`src/rtl/vend_pkg.sv`:
```
// Shared constants, channel indices and the fixed-priority grant helper
// for the vending-machine input conditioner.
package vend_pkg;

    localparam int N_COIN = 4;
    localparam int N_ITEM = 10;
    localparam int N_CH   = N_COIN + N_ITEM;

    typedef enum int {
        COIN_10 = 0,
        COIN_1  = 1,
        COIN_2  = 2,
        COIN_5  = 3
    } coin_idx_e;

    typedef enum int {
        ITEM_TEA     = 0,
        ITEM_COOKIES = 1,
        ITEM_COFFEE  = 2,
        ITEM_CANDY1  = 3,
        ITEM_CANDY2  = 4,
        ITEM_CANDY3  = 5,
        ITEM_CHOC1   = 6,
        ITEM_CHOC2   = 7,
        ITEM_CHOC3   = 8,
        ITEM_CHOC4   = 9
    } item_idx_e;

    // Coins occupy the low channel bits so they win arbitration over items
    typedef logic [N_CH-1:0] ch_vec_t;

    function automatic ch_vec_t prio_grant(input ch_vec_t req);
        return req & (~req + ch_vec_t'(1'b1));
    endfunction

endpackage

```
`src/rtl/vend_if.sv`:
```
// Raw button/switch inputs and conditioned event/level outputs of the
// input conditioner; the slave modport is the conditioner's view.
interface vend_if;
    import vend_pkg::*;

    logic [N_COIN-1:0] coin_raw;
    logic [1:0]        mode_raw;
    logic [N_ITEM-1:0] item_raw;
    logic              rr_raw;
    logic [N_COIN-1:0] coin_pulse;
    logic [N_ITEM-1:0] item_pulse;
    logic [1:0]        mode_lvl;
    logic              rr_lvl;
    logic              drop_pulse;

    modport master (
        output coin_raw, mode_raw, item_raw, rr_raw,
        input  coin_pulse, item_pulse, mode_lvl, rr_lvl, drop_pulse
    );

    modport slave (
        input  coin_raw, mode_raw, item_raw, rr_raw,
        output coin_pulse, item_pulse, mode_lvl, rr_lvl, drop_pulse
    );

endinterface

```
`src/rtl/vend_debounce.sv`:
```
// One input channel: 2-flop synchronizer followed by a DB_CNT-cycle debouncer
// (DEBOUNCE_EN defined) or a single register stage (DEBOUNCE_EN undefined).
module vend_debounce #(
    parameter int DB_CNT = 16
) (
    input  logic CLK,
    input  logic RST_N,
    input  logic raw,
    output logic db
);

    logic meta_r;
    logic sync_r;
    logic db_r;

    // Two-flop synchronizer for the asynchronous raw input
    always_ff @(posedge CLK or negedge RST_N) begin
        if (!RST_N) begin
            meta_r <= 1'b0;
            sync_r <= 1'b0;
        end else begin
            meta_r <= raw;
            sync_r <= meta_r;
        end
    end

`ifdef DEBOUNCE_EN
    localparam logic [7:0] CNT_LAST = 8'(DB_CNT - 1);

    logic [7:0] cnt_r;

    // Accept the synchronized level only after DB_CNT consecutive disagreeing cycles
    always_ff @(posedge CLK or negedge RST_N) begin
        if (!RST_N) begin
            cnt_r <= 8'd0;
            db_r  <= 1'b0;
        end else if (sync_r == db_r) begin
            cnt_r <= 8'd0;
        end else if (cnt_r == CNT_LAST) begin
            db_r  <= sync_r;
            cnt_r <= 8'd0;
        end else begin
            cnt_r <= cnt_r + 8'd1;
        end
    end
`else
    logic db_cnt_unused_s;
    assign db_cnt_unused_s = (DB_CNT > 0);

    // Single register stage keeps the level latency fixed at three clocks
    always_ff @(posedge CLK or negedge RST_N) begin
        if (!RST_N) begin
            db_r <= 1'b0;
        end else begin
            db_r <= sync_r;
        end
    end
`endif

    assign db = db_r;

endmodule

```
`src/rtl/vend_input_conditioner.sv`:
```
// Conditions 17 raw vending inputs into one-hot coin/item event pulses and
// debounced levels. Debouncing is enabled by defining DEBOUNCE_EN.
module vend_input_conditioner
    import vend_pkg::*;
#(
    parameter int DB_CNT = 16
) (
    input logic   CLK,
    input logic   RST_N,
    vend_if.slave bus
);

    localparam int N_RAW = N_CH + 3;

    logic [N_RAW-1:0] raw_s;
    logic [N_RAW-1:0] db_s;
    ch_vec_t          ch_db_s;
    ch_vec_t          rise_s;
    ch_vec_t          grant_s;
    ch_vec_t          pend_nxt_s;
    ch_vec_t          db_q_r;
    ch_vec_t          pend_r;
    ch_vec_t          pulse_r;
    logic             drop_s;
    logic             drop_r;
    logic             rr_s;

    assign raw_s = {bus.rr_raw, bus.mode_raw, bus.item_raw, bus.coin_raw};

    for (genvar i = 0; i < N_RAW; i++) begin : g_in
        vend_debounce #(.DB_CNT(DB_CNT)) u_db (
            .CLK   (CLK),
            .RST_N (RST_N),
            .raw   (raw_s[i]),
            .db    (db_s[i])
        );
    end

    assign ch_db_s = db_s[N_CH-1:0];
    assign rr_s    = db_s[N_CH+2];

    // A press landing on its own grant cycle stays queued rather than dropped
    always_comb begin
        rise_s     = ch_db_s & ~db_q_r;
        grant_s    = prio_grant(pend_r);
        pend_nxt_s = (pend_r & ~grant_s) | rise_s;
        drop_s     = |(rise_s & pend_r & ~grant_s);
    end

    // Edge history, pending requests and registered one-hot grant
    always_ff @(posedge CLK or negedge RST_N) begin
        if (!RST_N) begin
            db_q_r  <= {N_CH{1'b0}};
            pend_r  <= {N_CH{1'b0}};
            pulse_r <= {N_CH{1'b0}};
            drop_r  <= 1'b0;
        end else begin
            db_q_r <= ch_db_s;
            if (rr_s) begin
                pend_r  <= {N_CH{1'b0}};
                pulse_r <= {N_CH{1'b0}};
                drop_r  <= 1'b0;
            end else begin
                pend_r  <= pend_nxt_s;
                pulse_r <= grant_s;
                drop_r  <= drop_s;
            end
        end
    end

    // Masking also covers the first cycle of return-change, when pulse_r still holds a grant
    assign bus.coin_pulse = rr_s ? {N_COIN{1'b0}} : pulse_r[N_COIN-1:0];
    assign bus.item_pulse = rr_s ? {N_ITEM{1'b0}} : pulse_r[N_CH-1:N_COIN];
    assign bus.mode_lvl   = db_s[N_CH+1:N_CH];
    assign bus.rr_lvl     = rr_s;
    assign bus.drop_pulse = drop_r;

endmodule

```
`src/flat_wrapper.sv`:
```
// flat-port wrapper written by rule: the top's interface ports become plain ports
module vend_input_conditioner_flat import vend_pkg::*;
#(
    parameter int DB_CNT = 16
)
  (CLK, RST_N, bus_coin_raw, bus_mode_raw, bus_item_raw, bus_rr_raw, bus_coin_pulse, bus_item_pulse, bus_mode_lvl, bus_rr_lvl, bus_drop_pulse);
  vend_if bus_i ();
  input logic CLK;
  input logic RST_N;
  input wire logic [$bits(bus_i.coin_raw)-1:0] bus_coin_raw;
  input wire logic [$bits(bus_i.mode_raw)-1:0] bus_mode_raw;
  input wire logic [$bits(bus_i.item_raw)-1:0] bus_item_raw;
  input wire logic [$bits(bus_i.rr_raw)-1:0] bus_rr_raw;
  output wire logic [$bits(bus_i.coin_pulse)-1:0] bus_coin_pulse;
  output wire logic [$bits(bus_i.item_pulse)-1:0] bus_item_pulse;
  output wire logic [$bits(bus_i.mode_lvl)-1:0] bus_mode_lvl;
  output wire logic [$bits(bus_i.rr_lvl)-1:0] bus_rr_lvl;
  output wire logic [$bits(bus_i.drop_pulse)-1:0] bus_drop_pulse;
  assign bus_i.coin_raw = bus_coin_raw;
  assign bus_i.mode_raw = bus_mode_raw;
  assign bus_i.item_raw = bus_item_raw;
  assign bus_i.rr_raw = bus_rr_raw;
  assign bus_coin_pulse = bus_i.coin_pulse;
  assign bus_item_pulse = bus_i.item_pulse;
  assign bus_mode_lvl = bus_i.mode_lvl;
  assign bus_rr_lvl = bus_i.rr_lvl;
  assign bus_drop_pulse = bus_i.drop_pulse;
  vend_input_conditioner #(.DB_CNT(DB_CNT)) u_core (.CLK(CLK), .RST_N(RST_N), .bus(bus_i));
endmodule
```
`config.mk`:
```
export PLATFORM = sky130hd
export DESIGN_NAME = vend_input_conditioner_flat
export DESIGN_NICKNAME = d
export VERILOG_FILES = /design/src/rtl/vend_pkg.sv /design/src/rtl/vend_if.sv /design/src/rtl/vend_debounce.sv /design/src/rtl/vend_input_conditioner.sv /design/src/flat_wrapper.sv
export SDC_FILE = /design/constraint.sdc
export NUM_CORES = 1
export LEC_CHECK = 0
export BUFFER_PORTS_ARGS = -buffer_cell sky130_fd_sc_hd__buf_4
export CORE_MARGIN = 2
export CORE_UTILIZATION = 60
export CTS_CLUSTER_DIAMETER = 50
export CTS_CLUSTER_SIZE = 16
export DETAILED_ROUTE_END_ITERATION = 10
export PLACE_DENSITY = 0.82
export RECOVER_POWER = 25
export SKIP_CTS_REPAIR_TIMING = 1
export SYNTH_ARGS = -nofsm -noshare
export SYNTH_HDL_FRONTEND = slang
export SYNTH_HIERARCHICAL = 1
export SYNTH_SLANG_ARGS = --single-unit
export TNS_END_PERCENT = 100
```
`constraint.sdc`:
```
create_clock -name CLK -period 4 [get_ports CLK]
set_input_delay 0.6 -clock CLK [delete_from_list [all_inputs] [get_ports CLK]]
set_output_delay 0.6 -clock CLK [all_outputs]
set_load 0.005 [all_outputs]
```
==> results of run 1 <==
## routing by layer
metal	wire, um	share of wire (%)	up-vias
met5	0	0	-
met4	87	1.8	0
met3	266	5.4	8
met2	2489	51	59
met1	2085	42	862
li1	-	-	815
## flip-flops by register name (all words and copies together) (netlist names)
name,flops
u_core/pend_r,14
u_core/db_q_r,14
u_core/pulse_r,14
u_core/g_in.u_db/sync_r,17
u_core/g_in.u_db/meta_r,17
u_core/g_in.u_db/db,17
u_core/bus.drop_pulse,1
## worst max-delay path: stages (launching register included)
cell and delay (ns):
dfrtp_1 0.47, or4_4 0.58, o41ai_1 0.51, nor2_1 0.10
nor4_2 0.29, a41oi_1 0.14
## cell usage in the layout, fill, tap and decap left out, types with 2 or more instances in the layout
cell and instances:
or4_4 2, buf_4 20, and3b_1 3, dfrtp_1 94
clkbuf_8 11, and4b_1 2, nor2_1 9, nor3_1 5
nand2_1 8, o21ai_0 8, inv_1 3, nor4_1 4
nor3b_1 5, a21oi_1 14, clkinv_2 2, nor2b_1 16
nand2b_1 12, or2_2 2, and3_1 4, and2_1 2
clkbuf_4 17
## power by group through the flow
stage / Clock (uW) / Combinational, uW / Sequential [uW]
global route: 680 / 118 / 1030
CTS: 646 / 106 / 1020
global placement: 0 / 103 / 1040
finish: 632 / 104 / 1020
detailed placement: 0 / 104 / 1040
floorplan: 0 / 61.9 / 1030
## stage by stage
step | instance area (um2) | setup WS, ns | hold WS [ns] | cells | power, uW
CTS | 3623 | 1.795 | 0.3441 | 331 | 1774
global route | 3623 | 1.613 | 0.3594 | 331 | 1827
global placement | 3416 | 1.889 | 0.3318 | 315 | 1140
finish | 3623 | 1.768 | 0.3524 | 331 | 1758
detailed placement | 3416 | 1.868 | 0.3355 | 315 | 1145
floorplan | 3099 | 1.895 | 0.3044 | 217 | 1091
## cell type report
type / instances / area, um2
well taps: 70 / 87.58
repair buffers: 37 / 277.8
fillers: 339 / 1419
multi-input cells: 111 / 686.9
clock buffers: 11 / 151.4
flip-flops and latches: 94 / 2352
clock inverters: 5 / 56.30
inverters: 3 / 11.26
## worst min path at each step
stage                                      startpoint                     endpoint  cells after the start
after floorplan                                 RST_N        u_core/bus.drop_pulse                      0
after global placement     u_core/g_in[9].u_db/sync_r       u_core/g_in[9].u_db/db                      0
after detailed placement  u_core/g_in[15].u_db/sync_r      u_core/g_in[15].u_db/db                      0
after CTS                                  bus_rr_raw  u_core/g_in[16].u_db/meta_r                      1
after global routing                  bus_coin_raw[0]   u_core/g_in[0].u_db/meta_r                      1
final                      u_core/g_in[8].u_db/sync_r       u_core/g_in[8].u_db/db                      0
## cells by family after synthesis
| family | Yosys count | synth area share (%) |
|---|---|---|
| buf+inv | 12 | 1.938 |
| flops | 94 | 75.90 |
| compound gates | 32 | 6.379 |
| simple gates | 79 | 15.78 |
==> reports/metrics.cfg, run 1 <==
[status]
status=finished clean

[timing]
post-route-min-period_ns=2.232
final_max_slew_viol_count=0
tightest_slew_ns=1.105
hold_viol_final=0
max-slew-margin-rel_pct=26.34
setup-tns-final_ns=0
fin_crit_sh_pct=55.79
fmax_mhz=448.1
setup_violations=0
skew_ns=0.005106
rsz0062_at_grt=no

[setup_path]
cp.required_ns=4.21
critPathCaptureType=register
crit_arrival_ns=2.44
critical_path_class=register to register
crit_start=u_core/pend_r[1]
endpoint=u_core/bus.drop_pulse
crit-reg2reg-capture=u_core/bus.drop_pulse
r2r_cells=5
cp_max_fo=9
reg2reg_from=u_core/pend_r[1]
r2r_setup_slack_ns=1.77
startpoint_type=register

[detailed_routing]
dr.pass1.iters=4
drc_errors=0
drt_first_iter_violations=201
antenna_left=0
vias_per_cell=5.269
routed_wl_um=4928
wire_per_inst_um=14.89
via_count=1744

[grt]
grt.total_usage_pct=19.88
grt_pass1_vias=1680
antenna_found_initial=0
grt_max_degree=95
grt.busiest_layer=met2
grt_first_pass_wirelength_um=8052
met2_usage_pct=31.51
met1_usage_pct=26.14
use_met3_pct=5.820
overflow=0

[power_and_ir_drop]
p_leak_uw=0.001688
ir_drop_uv=444.4
p_seq_share_pct=58.1
clkPwrFrac_pct=36.0
p_sw_share_pct=22.46
power.switching_uw=394.9
p_per_area_nw_per_um2=485.2
p_int_uw=1363
p_comb_share_pct=5.9

[floorplan]
io_pins=37
die_w_um=75.87
die_area_um2=5756
core_area_um2=5042
start_util_pct=61.46
die_h_um=75.87
num_rows=26

[yosys]
yosysWarnings=6
syn-cell-area_um2=3099
async_flop_share_pct=100.0
syn_inst=217
ys_seq_elements=94
synth_area_per_cell_um2=14.28
yosysMostFrequentCell=dfrtp_1
synth_top_area_cell=dfrtp_1
synth_top_area_share_pct=75.90
synth_top_flop_cell=dfrtp_1
synth_cell_types=35
ys_seq_area_share_pct=75.90
synth-edff-count=0
synth_common_cells=dfrtp_1 (94), nor2b_1 (16), a21oi_1 (14), nand2b_1 (12), nor2_1 (9)
synth_area_leaders=dfrtp_1 (76%), nor2b_1 (3.2%), nand2b_1 (2.4%)
synth.net_count=236

[final_layout]
layout-drive-gt1-share_pct=22.99
n_antenna_cell=0
final_net_count=275
synthToLayoutAreaGrowth_pct=16.92
final_util_pct=71.86

[clocking]
cts_max_level=3
cts_root_buf=clkbuf_8
numCtsBuffers=9
clock_path_buffers=2
path_clk_slew_ns=0.09
cts_tree=yes
cts_sinks=94
clock_latency_ns=0.34

[placed_design]
dpl.hpwl_um=3034
port_buffers=36
place.gp.congestion=0.8099

[run]
maxCapViolations=0

[worst_hold_path]
hold_path.class=register to register

Note: power is estimated with default switching activity, not from simulation.
==> run 2: changes to the inputs <==
--- a/config.mk
+++ b/config.mk
@@ -5,13 +5,14 @@
 export SDC_FILE = /design/constraint.sdc
 export NUM_CORES = 1
 export LEC_CHECK = 0
+export ABC_AREA = 1
 export BUFFER_PORTS_ARGS = -buffer_cell sky130_fd_sc_hd__buf_4
 export CORE_MARGIN = 2
-export CORE_UTILIZATION = 60
+export CORE_UTILIZATION = 56
 export CTS_CLUSTER_DIAMETER = 50
 export CTS_CLUSTER_SIZE = 16
 export DETAILED_ROUTE_END_ITERATION = 10
-export PLACE_DENSITY = 0.82
+export PLACE_DENSITY = 0.77
 export RECOVER_POWER = 25
 export SKIP_CTS_REPAIR_TIMING = 1
 export SYNTH_ARGS = -nofsm -noshare
==> constraint.sdc (replaced) <==
create_clock -name CLK -period 2.1 [get_ports CLK]
set_input_delay 0.315 -clock CLK [delete_from_list [all_inputs] [get_ports CLK]]
set_output_delay 0.315 -clock CLK [all_outputs]
set_load 0.005 [all_outputs]
==> run 2 against run 1 <==
Against the previous run: sequential share of layout area shrank 2.0 points; register-to-register slack lost 1.2 ns; global-route usage shrank 2.7 points; sequential power grew 90%; non-clock buffer count rose by 4; synthesized cell count grew 23%; final area up 3.2%; clock skew is 0.0058 ns higher; combinational power is 120% higher; final cell count rose by 18%; sequential cell count did not move; core utilization decreased by 3.1 points; critical endpoint is now bus_item_pulse[7]; highest routed layer unchanged.
==> reports/metrics.cfg, run 2 <==
[yosys]
yosysMostFrequentCell=dfrtp_1
synth_compound_area_share_pct=2.248
synth_area_per_cell_um2=11.67
synth.net_count=286
synth_top_area_cell=dfrtp_1
synth_common_cells=dfrtp_1 (94), nor2_1 (56), inv_1 (39), nand2_1 (21), nand3_1 (18)
synth_top_flop_cell=dfrtp_1
synth_top_area_share_pct=75.47
syn-cell-area_um2=3117
ys_seq_elements=94
yosysWarnings=6
ys_seq_area_share_pct=75.47
syn_inst=267
synth-edff-count=0
synth-simple-area-share_pct=16.74
synth_xor_area_share_pct=0
synth_cell_types=16
synthMuxAreaShare_pct=0
synth_area_leaders=dfrtp_1 (75%), nor2_1 (6.7%), inv_1 (4.7%)
async_flop_share_pct=100.0
synth_top_family_by_area=simple AND/OR/NAND/NOR gates
synthAdderAreaFrac_pct=0

[power_and_ir_drop]
ir_drop_uv=709.2
p_leak_uw=0.001853
p_per_area_nw_per_um2=950.8

[final_layout]
final_net_count=334
final_util_pct=68.78
finalInstanceArea_um2=3741
final_common_cell=dfrtp_1
instances_no_fill=392
nFillCells=382
seqCellArea_um2=2352
synthToLayoutAreaGrowth_pct=20.03
n_antenna_cell=0
layout_common_cells=dfrtp_1 (94), nor2_1 (56), inv_1 (39)
multi_input_area_um2=591.8
layout-drive-gt1-share_pct=20.00

[floorplan]
start_util_pct=57.30
die_w_um=78.60
die_h_um=78.60
io_pins=37
num_rows=27
die_area_um2=6178
core_area_um2=5439

[setup_path]
reg2reg_from=u_core/g_in[16].u_db/db
crit_arrival_ns=1.40
startpoint_type=register
critical_path_class=register to output port
cp.required_ns=1.78
cp_max_fo=23
crit_start=u_core/g_in[16].u_db/db
critPathCaptureType=output port

[clocking]
path_clk_slew_ns=0.08
cts_tree=yes
cts_max_level=3
clock_latency_ns=0.35
clock_path_buffers=2
numCtsBuffers=9
cts_sinks=94
cts_root_buf=clkbuf_8

[grt]
antenna_found_initial=0
grt.total_usage_pct=17.17
grt_max_degree=47
grt_first_pass_wirelength_um=7728
overflow=0
grt_pass1_vias=1803

[placed_design]
placedCellCount=375
place.gp.congestion=0.8463
dpl.hpwl_um=3099
port_buffers=36
place_area_um2=3485

[timing]
final_max_slew_viol_count=0
setup-tns-final_ns=0
hold_viol_final=0
setup_violations=0
rsz0062_at_grt=no
post-route-min-period_ns=1.718
max-slew-margin-rel_pct=56.47
fin_hold_ws_ns=0.09161
fmax_mhz=582.1
tightest_slew_ns=0.6530
fin_crit_sh_pct=81.80
skew_ns=0.01089

[detailed_routing]
vias_per_cell=4.819
drc_errors=0
via_count=1889
wire_per_inst_um=11.42
antenna_left=0
routed_wl_um=4478
drt_first_iter_violations=136
dr.pass1.iters=4

[worst_hold_path]
hold_path.class=primary input to register
worst_hold_startpoint=bus_item_raw[6]

[run]
maxCapViolations=0

[status]
status=finished clean

run 2: cells by family after synthesis:
kind of cell,count (synthesis)
buf+inv,44
compound gates,14
flops,94
simple gates,115
run 2: report_power, final:
part	internal [uW]	leakage, uW	switching [uW]
Clock	821	0.000126	567
Combinational	86.8	0.000576	138
Sequential	1900	0.00115	49.6
run 2: metal layers:
metal / track usage (%) / vias up / share of wire, %
li1: - / 914 / -
met1: 20.89 / 920 / 42
met2: 27.61 / 46 / 50
met3: 5.977 / 9 / 5.4
met4: 8.246 / 0 / 1.9
met5: 0 / - / 0
run 2: per-stage QoR:
| stage | power (uW) | setup slack, ns |
|---|---|---|
| 2_1_floorplan | 2094 | 0.8544 |
| 3_3_place_gp | 2193 | 0.6629 |
| 3_5_place_dp | 2208 | 0.5823 |
| 4_1_cts | 3601 | 0.3528 |
| 5_1_grt | 3721 | 0.2651 |
| 6_report | 3557 | 0.3822 |
run 2: critical path: stages (launching register included):
cell	delay [ns]
dfrtp_1	0.77
nor2_1	0.13
buf_4	0.16
run 2: layout make-up:
type,instances,share of cell area (%)
Clock inverter,6,2.910
Sequential cell,94,62.88
Multi-Input combinational cell,129,15.82
Tap cell,72,2.408
Timing Repair Buffer,41,8.294
Clock buffer,10,3.679
Inverter,40,4.013
run 2: worst paths after layout:
kind,slack [ns],cells past startpoint,endpoint
max in group asynchronous,0.89,3,u_core/db_q_r[4]
min,0.09,1,u_core/g_in[10].u_db/meta_r
min reg2reg,0.35,0,u_core/g_in[0].u_db/db
min in group asynchronous,0.50,2,u_core/g_in[12].u_db/sync_r
max reg2reg,0.57,5,u_core/pulse_r[9]
max,0.38,2,bus_item_pulse[7]
